[src/rtl/uint16_to_uint8_narrower.sv]
// Streaming 16-bit to 8-bit width down-converter with optional single-byte
// compaction of words whose upper byte is zero, plus debug word/byte counters.
module uint16_to_uint8_narrower #(
  parameter bit MSB_FIRST = 1'b1,
  parameter bit COMPACT   = 1'b1,
  parameter int CNT_W     = 16
) (
  input  logic             CLK,
  input  logic             RST,
  input  logic [15:0]      IN_DATA,
  input  logic             IN_VALID,
  output logic             IN_READY,
  output logic [7:0]       OUT_DATA,
  output logic             OUT_VALID,
  input  logic             OUT_READY,
  output logic             OUT_LAST,
  output logic             OUT_WIDE,
  output logic [CNT_W-1:0] CNT_WORDS,
  output logic [CNT_W-1:0] CNT_BYTES
);

  typedef enum logic [1:0] {
    S_IDLE   = 2'd0,
    S_FIRST  = 2'd1,
    S_SECOND = 2'd2
  } state_t;

  state_t           r_state;
  logic [15:0]      r_hold;
  logic [7:0]       r_out_data;
  logic             r_out_valid;
  logic             r_out_last;
  logic             r_out_wide;
  logic [CNT_W-1:0] r_cnt_words;
  logic [CNT_W-1:0] r_cnt_bytes;

  logic             w_in_ready;
  logic             w_in_xfer;
  logic             w_out_xfer;
  logic             w_wide_in;
  logic [7:0]       w_first_byte;
  logic [7:0]       w_second_byte;

  // A new word may enter once the final byte of the current one is leaving,
  // which keeps back-to-back compact words bubble-free.
  always_comb begin
    w_in_ready = 1'b0;
    if (!RST) begin
      case (r_state)
        S_IDLE:   w_in_ready = 1'b1;
        S_FIRST,
        S_SECOND: w_in_ready = r_out_last && OUT_READY;
        default:  w_in_ready = 1'b0;
      endcase
    end
  end

  assign w_in_xfer     = IN_VALID && w_in_ready;
  assign w_out_xfer    = r_out_valid && OUT_READY;
  assign w_wide_in     = !COMPACT || (IN_DATA[15:8] != 8'h00);
  assign w_first_byte  = (w_wide_in && MSB_FIRST) ? IN_DATA[15:8] : IN_DATA[7:0];
  assign w_second_byte = MSB_FIRST ? r_hold[7:0] : r_hold[15:8];

  // NOTE: all state is updated with non-blocking assignments so every register
  // samples the pre-edge values, independent of statement order.
  always_ff @(posedge CLK) begin
    if (RST) begin
      // NOTE: the hold register is explicitly cleared so a word pending at
      // reset can never resurface as a stale second byte.
      r_state     <= S_IDLE;
      r_hold      <= '0;
      r_out_data  <= '0;
      r_out_valid <= 1'b0;
      r_out_last  <= 1'b0;
      r_out_wide  <= 1'b0;
      r_cnt_words <= '0;
      r_cnt_bytes <= '0;
    end else begin
      if (w_out_xfer) begin
        r_cnt_bytes <= r_cnt_bytes + 1'b1;
        if (r_out_last) begin
          r_cnt_words <= r_cnt_words + 1'b1;
        end
      end

      if (w_in_xfer) begin
        r_hold      <= IN_DATA;
        r_state     <= S_FIRST;
        r_out_valid <= 1'b1;
        r_out_data  <= w_first_byte;
        r_out_last  <= !w_wide_in;
        r_out_wide  <= w_wide_in;
      end else if (w_out_xfer) begin
        if (r_state == S_FIRST && !r_out_last) begin
          r_state    <= S_SECOND;
          r_out_data <= w_second_byte;
          r_out_last <= 1'b1;
          r_out_wide <= 1'b1;
        end else begin
          r_state     <= S_IDLE;
          r_out_valid <= 1'b0;
          r_out_last  <= 1'b0;
          r_out_wide  <= 1'b0;
        end
      end
    end
  end

  assign IN_READY  = w_in_ready;
  assign OUT_DATA  = r_out_data;
  assign OUT_VALID = r_out_valid;
  assign OUT_LAST  = r_out_last;
  assign OUT_WIDE  = r_out_wide;
  assign CNT_WORDS = r_cnt_words;
  assign CNT_BYTES = r_cnt_bytes;

endmodule
[config.mk]
export PLATFORM = sky130hd
export DESIGN_NAME = uint16_to_uint8_narrower
export DESIGN_NICKNAME = d
export VERILOG_FILES = /design/src/rtl/uint16_to_uint8_narrower.sv
export SDC_FILE = /design/constraint.sdc
export NUM_CORES = 1
export LEC_CHECK = 0
export CAP_MARGIN = 10
export CELL_PAD_IN_SITES_DETAIL_PLACEMENT = 2
export CELL_PAD_IN_SITES_GLOBAL_PLACEMENT = 2
export CORE_MARGIN = 8
export CORE_UTILIZATION = 28
export CTS_CLUSTER_SIZE = 16
export DETAILED_ROUTE_END_ITERATION = 10
export HOLD_SLACK_MARGIN = 0.15
export PLACE_DENSITY_LB_ADDON = 0.1
export SYNTH_ARGS = -nofsm -noshare
export SYNTH_HDL_FRONTEND = slang
export SYNTH_SLANG_ARGS = --single-unit
[constraint.sdc]
create_clock -name CLK -period 3.1 [get_ports CLK]
set_clock_uncertainty 0.15 [all_clocks]
set_input_delay 0.775 -clock CLK [delete_from_list [all_inputs] [get_ports CLK]]
set_output_delay 0.775 -clock CLK [all_outputs]
set_load 0.005 [all_outputs]
==> flow_metrics.env, run 1 <==
export IMPL_use_met1_pct=15.3
export IMPL_htree_levels=2
export IMPL_grt_max_degree=59
export IMPL_ys_seq_elements=53
export IMPL_synthesis_instances=279
export IMPL_yosys_top_cells_area="dfxtp_1 (44%), a211oi_1 (5.3%), a21oi_1 (5.2%), nand2_1 (4.5%), xnor2_1 (4.4%)"
export IMPL_track_usage_pct=12.6
export IMPL_diodes=0
export IMPL_fillers=969
export IMPL_setup_slack_ns=0.204
export IMPL_ys_seq_area_share_pct=44.0
export IMPL_yosysTopAreaCellShare_pct=44.0
export IMPL_antenna_left=0
export IMPL_rsz0062_at_grt="no"
export IMPL_vias_per_cell=5.04
export IMPL_die_area_mm2=0.0118
export IMPL_drv_slew=0
export IMPL_p_per_area_mw_per_mm2=401
export IMPL_core_area_mm2=0.00855
export IMPL_grt_pass1_wl_um=12100
export IMPL_clk_latency_ns=0.31
export IMPL_fp_dieW_um=109
export IMPL_syn_avg_cell_area_um2=8.65
export IMPL_cts_root_buffer_cell="clkbuf_8"
export IMPL_dpl_hpwl_um=5270
export IMPL_grt_util_met2_pct=22.1
export IMPL_min_path_type="reg2reg"
export IMPL_clk_path_buf_depth=2
export IMPL_drtPass1Iterations=3
export IMPL_cts_tree="built"
export IMPL_slowest_delay_ns=0.45
export IMPL_fin_util_pct=39.1
export IMPL_worst_setup_path_end_kind="primary output"
export IMPL_critPathSlowestCell="clkdlybuf4s50_1"
export IMPL_crit_chain="clkdlybuf4s50_1 > a31oi_1 > nor3_1 > dlygate4sd2_1"
export IMPL_status="completed"
export IMPL_num_rows=34
export IMPL_antenna_found_initial=0
export IMPL_power_leakage_nw=1.14
export IMPL_fin_setup_tns_ns=0
export IMPL_max_freq_mhz=345
export IMPL_wl_um=7210
export IMPL_path_clk_slew_ns=0.10
export IMPL_first_iter_violations=21
export IMPL_required_ns=2.17
export IMPL_hold_viol=0
export IMPL_fin_crit_ns=2.90
export IMPL_synthArstFlopShare_pct=0
export IMPL_layout_common_cells="clkdlybuf4s50_1 (61), dfxtp_1 (53), nand2_1 (29)"
export IMPL_place_ws_ns=-0.0744
export IMPL_setup_violations=0
export IMPL_wl_per_cell_um=15.9
export IMPL_startpoint_type="input pin"
export IMPL_ir_drop_uv=159
export IMPL_yosys_warnings=0
export IMPL_via_count=2288
export IMPL_drc=0
export IMPL_areaGrowthSynthToFinish_pct=38.6
export IMPL_postCtsSetupRepairBufs=0
export IMPL_cts_buffers=5
export IMPL_grt_pass1_vias=2509
export IMPL_crit_type="in2out"
export IMPL_finalPower_mw=1.34
export IMPL_io_buffers=63
export IMPL_fin_hold_ws_ns=0.311
export IMPL_tightest_slew_ns=0.627
export IMPL_gr_usage_met3_pct=2.66
export IMPL_ys_types=34
export IMPL_layout_nets=370
export IMPL_overflow=0
export IMPL_ys_flop_type="dfxtp_1"
export IMPL_gp_congestion=0.728
export IMPL_io_pins=64
export IMPL_post_route_period_util_pct=93.4
export IMPL_drive_above_1_share_pct=8.09
export IMPL_die_h_um=109
export IMPL_maxSlewHeadroom_pct=58.2
export IMPL_grt_busiest_layer="met2"
export IMPL_syn_cell_area_mm2=0.00241
export IMPL_start_util_pct=28.2
export IMPL_worst_path_max_fanout=3
export IMPL_syn_num_nets=304
export IMPL_critPathArrivalTime_ns=1.97
export IMPL_final_common_cell="clkdlybuf4s50_1"
export IMPL_clkSinkCount=53
export IMPL_synth_edff_count=0
export IMPL_max_cap_viol_count=0
export IMPL_yosysTopAreaCell="dfxtp_1"
## critical path, delay by kind of cell
kind,cells,cell delay [ns]
AOI/OAI and AO/OA,1,0.34
and+or+nand+nor,1,0.11
buffers and inverters,2,0.74
## layer usage
metal	part of all wire, %	wire (um)	vias up
met5	0	0	-
met4	1.0	75	0
met3	4.2	305	7
met2	49	3550	37
met1	45	3280	1115
li1	-	-	1129
## synth_stat cells, types with 2 or more instances
| library cell | number |
|---|---|
| o21ai_0 | 7 |
| o31ai_1 | 3 |
| mux2_2 | 2 |
| or3_2 | 2 |
| nor2_1 | 22 |
| and3_1 | 3 |
| nor4b_1 | 9 |
| nand2_1 | 29 |
| nand3_1 | 14 |
| buf_1 | 3 |
| ha_1 | 5 |
| or3_1 | 5 |
| dfxtp_1 | 53 |
| nand2b_1 | 2 |
| xnor2_1 | 12 |
| nor2b_1 | 2 |
| a31o_2 | 2 |
| clkbuf_1 | 10 |
| a21oi_1 | 25 |
| nand4_1 | 5 |
| or4_1 | 5 |
| inv_1 | 8 |
| xor2_1 | 5 |
| a211oi_1 | 17 |
| nor4_1 | 5 |
| nor3_1 | 8 |
| mux2i_1 | 8 |
| buf_2 | 2 |
## stage by stage
step	cells	area, um2
finish	454	3340
global route	454	3340
CTS	454	3340
detailed placement	446	3230
global placement	446	3230
floorplan	279	2410
## logic make-up after synthesis
family	Yosys count	synth area share, %
AOI/OAI and AO/OA	57	14.6
xor gates and xnor gates	17	6.17
adders and majority gates	5	2.59
buffers and inverters	23	3.68
DFF	53	44.0
muxes	10	4.25
and+or+nand+nor	114	24.7
## report_power, final
part | internal (mW) | switching [mW] | total (mW) | leakage (nW)
registers | 0.698 | 0.0147 | 0.713 | 0.430
logic | 0.0717 | 0.0625 | 0.134 | 0.656
clock network | 0.264 | 0.232 | 0.496 | 0.0585
## path summary, 6_finish.rpt
path / endpoint / cells past startpoint / from / slack [ns]
worst max register to register: CNT_WORDS[15]$_SDFFE_PP0P_ / 4 / OUT_LAST$_SDFFE_PP0P_ / 0.86
worst max-delay path: IN_READY / 4 / OUT_READY / 0.20
worst min-delay path: r_hold[6]$_SDFFE_PP0N_ / 2 / r_hold[6]$_SDFFE_PP0N_ / 0.31
worst min register to register: r_hold[6]$_SDFFE_PP0N_ / 2 / r_hold[6]$_SDFFE_PP0N_ / 0.31
## timing repair
action | 4_1_cts | 5_1_grt
resized for setup | 1 | 0
hold endpoints to repair | 0 | 0
setup endpoints to repair | 1 | 0
hold buffers | 0 | 0
## layout make-up
| class | count | area [um2] | area share (%) |
|---|---|---|---|
| Clock inverter | 1 | 30.0 | 0.898 |
| Timing Repair Buffer | 74 | 732 | 21.9 |
| Tap cell | 108 | 135 | 4.04 |
| Multi-Input combinational cell | 203 | 1270 | 38.0 |
| Inverter | 8 | 30.0 | 0.898 |
| Sequential cell | 53 | 1060 | 31.7 |
| Clock buffer | 7 | 86.3 | 2.58 |
## registers in the layout, summed over array words and instances (netlist names)
name and count:
OUT_LAST 1, OUT_DATA 8, CNT_WORDS 16, r_hold 8
CNT_BYTES 16, OUT_VALID 1, OUT_WIDE 1, r_state 2
Power figures use the tool's default switching activity.
==> run 2, diff against run 1 <==
==> constraint.sdc (replaced) <==
create_clock -name CLK -period 3.1 [get_ports CLK]
set_clock_uncertainty 0.15 [all_clocks]
set_input_delay 0.775 -clock CLK [delete_from_list [all_inputs] [get_ports CLK]]
set_output_delay 0.775 -clock CLK [all_outputs]
set_load 0.05 [all_outputs]
==> run 2 against run 1 <==
Effect of this change:
- sequential share of layout area up 0.34 points
- highest routed layer unchanged
- total power decreased by 4.7%
- count of clock-buffer cells in the layout rose by 1
- critical path type unchanged
- non-clock buffer count fell by 2
==> flow_metrics.env, run 2 (synthesis gave the netlist of run 1 again) <==
export IMPL_status="completed"
export IMPL_power_leakage_nw=1.12
export IMPL_critPathArrivalTime_ns=2.04
export IMPL_worst_path_max_fanout=8
export IMPL_gr_usage_met3_pct=2.84
export IMPL_maxSlewHeadroom_pct=63.7
export IMPL_start_util_pct=28.2
export IMPL_rsz0062_at_grt="no"
export IMPL_multi_input_area_mm2=0.00127
export IMPL_ir_drop_uv=137
export IMPL_vias_per_cell=5.13
export IMPL_fillers=995
export IMPL_drv_slew=0
export IMPL_worst_setup_path_end_kind="primary output"
export IMPL_gp_congestion=0.730
export IMPL_ctsResizeCount=0
export IMPL_pwr_share_comb_pct=14.2
export IMPL_htree_levels=2
export IMPL_fp_dieW_um=109
export IMPL_drtPass1Iterations=3
export IMPL_cts_buffers=5
export IMPL_final_common_cell="clkdlybuf4s50_1"
export IMPL_max_freq_mhz=337
export IMPL_crit_buf_inv=2
export IMPL_clkSinkCount=53
export IMPL_regArea_mm2=0.00106
export IMPL_cts_root_buffer_cell="clkbuf_8"
export IMPL_core_area_mm2=0.00855
export IMPL_drc=0
export IMPL_antenna_found_initial=0
export IMPL_use_met1_pct=15.1
export IMPL_grt_pass1_wl_um=12200
export IMPL_tightest_slew_ns=0.543
export IMPL_startpoint_type="input pin"
export IMPL_wl_per_cell_um=16.4
export IMPL_antenna_left=0
export IMPL_hold_viol=0
export IMPL_grt_max_degree=45
export IMPL_pwr_share_seq_pct=55.7
export IMPL_path_clk_slew_ns=0.09
export IMPL_p_int_mw=0.933
export IMPL_slowest_delay_ns=0.65
export IMPL_p_clk_share_pct=30.1
export IMPL_fin_util_pct=38.7
export IMPL_postCtsSetupRepairBufs=0
export IMPL_dpl_hpwl_um=5440
export IMPL_hold_buffers=0
export IMPL_post_route_period_util_pct=95.7
export IMPL_die_h_um=109
export IMPL_io_pins=64
export IMPL_crit_type="in2out"
export IMPL_p_per_area_mw_per_mm2=387
export IMPL_critPathSlowestCell="clkdlybuf4s50_1"
export IMPL_clk_path_buf_depth=2
export IMPL_grt_util_met2_pct=22.6
export IMPL_required_ns=2.17
export IMPL_min_path_type="reg2reg"
export IMPL_first_iter_violations=21
export IMPL_crit_family="buffers and inverters"
export IMPL_cts_tree="built"
export IMPL_fin_crit_ns=2.97
export IMPL_die_area_mm2=0.0118
export IMPL_crit_chain="clkdlybuf4s50_1 > a31oi_1 > nor3_2 > buf_12"
export IMPL_num_rows=34
export IMPL_p_sw_share_pct=27.1
export IMPL_layout_nets=368
export IMPL_layout_common_cells="clkdlybuf4s50_1 (61), dfxtp_1 (53), nand2_1 (29)"
export IMPL_areaGrowthSynthToFinish_pct=37.1
export IMPL_overflow=0
export IMPL_via_count=2317
export IMPL_wl_um=7430
export IMPL_grt_busiest_layer="met2"
export IMPL_grt_pass1_vias=2523
export IMPL_diodes=0
export IMPL_clk_latency_ns=0.31
export IMPL_fin_setup_tns_ns=0
export IMPL_drive_above_1_share_pct=7.56
export IMPL_max_cap_viol_count=0
export IMPL_io_buffers=63
export IMPL_finalPower_mw=1.28
export IMPL_p_sw_mw=0.346
export IMPL_setup_violations=0
export IMPL_track_usage_pct=12.7
run 2: final timing paths:
path,start,end,slack [ns],cells after the start
max reg2reg,r_state[0]$_SDFFE_PP0P_,OUT_DATA[3]$_SDFFE_PP0P_,0.85,7
max,OUT_READY,IN_READY,0.13,4
min,r_hold[7]$_SDFFE_PP0N_,r_hold[7]$_SDFFE_PP0N_,0.31,2
min reg2reg,r_hold[7]$_SDFFE_PP0N_,r_hold[7]$_SDFFE_PP0N_,0.31,2
run 2: per-stage QoR:
stage / cell area (um2) / setup WS [ns] / cells / hold slack [ns]
CTS: 3310 / 0.123 / 452 / 0.318
detailed placement: 3230 / -0.0000155 / 444 / 0.305
floorplan: 2420 / 0.326 / 279 / 0.286
finish: 3310 / 0.135 / 452 / 0.314
global placement: 3230 / 0.0383 / 444 / 0.295
global route: 3310 / 0.0623 / 452 / 0.337
run 2: power by group through the flow:
stage	Combinational [mW]	Clock [mW]	Sequential [mW]
after floorplan	0.0599	0	0.764
after detailed placement	0.185	0	0.729
after global routing	0.194	0.435	0.716
after CTS	0.185	0.411	0.713
after global placement	0.180	0	0.728
final	0.181	0.386	0.713
run 2: layout make-up:
type,count,area share (%)
Timing Repair Buffer,72,22.0
Inverter,8,0.907
Clock buffer,8,2.42
Sequential cell,53,32.1
Multi-Input combinational cell,203,38.5
Tap cell,108,4.08
run 2: routing by layer:
layer	routed length, um	vias up	share of wire, %
met5	0	-	0
met2	3700	41	50
met1	3340	1144	45
met4	71	0	0.96
met3	326	7	4.4
li1	-	1125	-
run 2: tightest hold or removal path, stage by stage (launching register included):
cell	delay, ns
dfxtp_1	0.32
nand2_1	0.05
a21oi_1	0.05
==> run 3, diff against run 2 <==
--- a/config.mk
+++ b/config.mk
@@ -8,7 +8,7 @@
 export CAP_MARGIN = 10
 export CELL_PAD_IN_SITES_DETAIL_PLACEMENT = 2
 export CELL_PAD_IN_SITES_GLOBAL_PLACEMENT = 2
-export CORE_MARGIN = 8
+export CORE_MARGIN = 2
 export CORE_UTILIZATION = 28
 export CTS_CLUSTER_SIZE = 16
 export DETAILED_ROUTE_END_ITERATION = 10
==> constraint.sdc (replaced) <==
create_clock -name CLK -period 2.98 [get_ports CLK]
set_clock_uncertainty 0.15 [all_clocks]
set_input_delay 0.745 -clock CLK [delete_from_list [all_inputs] [get_ports CLK]]
set_output_delay 0.745 -clock CLK [all_outputs]
set_load 0.05 [all_outputs]
==> run 3 against run 2 <==
Effect of this change:
- final cell count down 0.44%
- sequential power up 3.9%
- flip-flop and latch count unchanged
- highest routed layer unchanged
- global-route usage up 2.0 points
==> flow_metrics.env, run 3 (synthesis gave the netlist of run 1 again) <==
export IMPL_diodes=0
export IMPL_max_freq_mhz=387
export IMPL_cts_root_buffer_cell="clkbuf_8"
export IMPL_setup_violations=0
export IMPL_hold_buffers=0
export IMPL_ctsResizeCount=0
export IMPL_power_leakage_nw=1.14
export IMPL_track_usage_pct=14.7
export IMPL_drv_slew=0
export IMPL_min_path_type="reg2reg"
export IMPL_postCtsSetupRepairBufs=0
export IMPL_die_area_mm2=0.00938
export IMPL_antenna_left=0
export IMPL_startpoint_type="register"
export IMPL_critPathArrivalTime_ns=1.69
export IMPL_worst_path_max_fanout=4
export IMPL_final_area_mm2=0.00333
export IMPL_overflow=0
export IMPL_drc=0
export IMPL_wl_um=6830
export IMPL_layout_nets=370
export IMPL_clk_latency_ns=0.30
export IMPL_gp_congestion=0.705
export IMPL_first_iter_violations=52
export IMPL_via_count=2285
export IMPL_fin_crit_ns=2.58
export IMPL_grt_pass1_wl_um=11600
export IMPL_io_pins=64
export IMPL_dpl_hpwl_um=4870
export IMPL_grt_pass1_vias=2346
export IMPL_clk_path_buf_depth=2
export IMPL_antenna_found_initial=0
export IMPL_post_route_period_util_pct=86.7
export IMPL_final_common_cell="clkdlybuf4s50_1"
export IMPL_hold_viol=0
export IMPL_path_clk_slew_ns=0.09
export IMPL_htree_levels=2
export IMPL_worst_setup_path_end_kind="primary output"
export IMPL_cts_tree="built"
export IMPL_p_per_area_mw_per_mm2=404
export IMPL_core_area_mm2=0.00830
export IMPL_vias_per_cell=5.08
export IMPL_fin_cells=450
export IMPL_io_buffers=63
export IMPL_num_rows=33
export IMPL_tightest_slew_ns=0.569
export IMPL_max_cap_viol_count=0
export IMPL_clkSinkCount=53
export IMPL_drtPass1Iterations=4
export IMPL_ir_drop_uv=188
export IMPL_status="completed"
export IMPL_start_util_pct=29.1
export IMPL_cts_buffers=5
export IMPL_maxSlewHeadroom_pct=62.1
export IMPL_dp_cells=443
export IMPL_placed_area_mm2=0.00324
export IMPL_fp_dieW_um=96.8
export IMPL_crit_type="reg2out"
export IMPL_areaGrowthSynthToFinish_pct=37.9
export IMPL_wl_per_cell_um=15.2
export IMPL_layout_common_cells="clkdlybuf4s50_1 (60), dfxtp_1 (53), nand2_1 (29)"
export IMPL_rsz0062_at_grt="no"
export IMPL_required_ns=2.09
export IMPL_grt_max_degree=54
export IMPL_drive_above_1_share_pct=8.41
export IMPL_die_h_um=96.8
-- run 3: cell count changes in the layout (fill, tap and decap cells not counted), sizes merged --
cell / previous run / this run
clkdlybuf4s50: 61 / 60
dlymetal6s2s: 0 / 1
clkbuf: 8 / 7
buf: 11 / 13
-- run 3: worst paths after layout --
check	from	to	slack [ns]	cells after the start
worst max-delay path	r_state[0]$_SDFFE_PP0P_	IN_READY	0.40	5
worst min-delay path	r_hold[4]$_SDFFE_PP0N_	r_hold[4]$_SDFFE_PP0N_	0.31	2
worst max register to register	r_state[0]$_SDFFE_PP0P_	OUT_WIDE$_SDFFE_PP0P_	0.71	7
worst min register to register	r_hold[4]$_SDFFE_PP0N_	r_hold[4]$_SDFFE_PP0N_	0.31	2
-- run 3: worst max-delay path: stages (launching register included) --
cell	delay (ns)
dfxtp_1	0.40
inv_1	0.06
ha_1	0.29
a31oi_1	0.37
nor3_2	0.11
buf_12	0.16
-- run 3: layer usage --
metal / share of wire (%) / wire (um) / track usage [%]
met1: 48 / 3250 / 19.3
met5: 0 / 0 / 0
met4: 1.0 / 68 / 3.90
met3: 2.7 / 185 / 2.67
met2: 49 / 3320 / 25.0
-- run 3: metrics by stage --
stage	hold WS (ns)	util, %	power, mW	TNS [ns]	worst slack (ns)
after CTS	0.319	40.1	1.37	0	0.0542
after global routing	0.345	40.1	1.42	0	0.261
after floorplan	0.286	-	0.857	0	0.266
after global placement	0.295	39.0	0.944	-0.0194	-0.00978
after detailed placement	0.305	39.0	0.947	-0.0516	-0.0262
final	0.313	40.1	1.35	0	0.395
-- run 3: cell type report --
type	count	area (um2)
Clock buffer	7	86.3
Fill cell	932	4970
Inverter	8	30.0
Multi-Input combinational cell	203	1270
Sequential cell	53	1060
Tap cell	105	131
Timing Repair Buffer	74	746
-- run 3: report_power, final --
part           internal, mW  total [mW]  switching, mW
Sequential            0.726       0.741         0.0152
Clock                 0.185       0.417          0.232
Combinational        0.0772       0.187          0.110
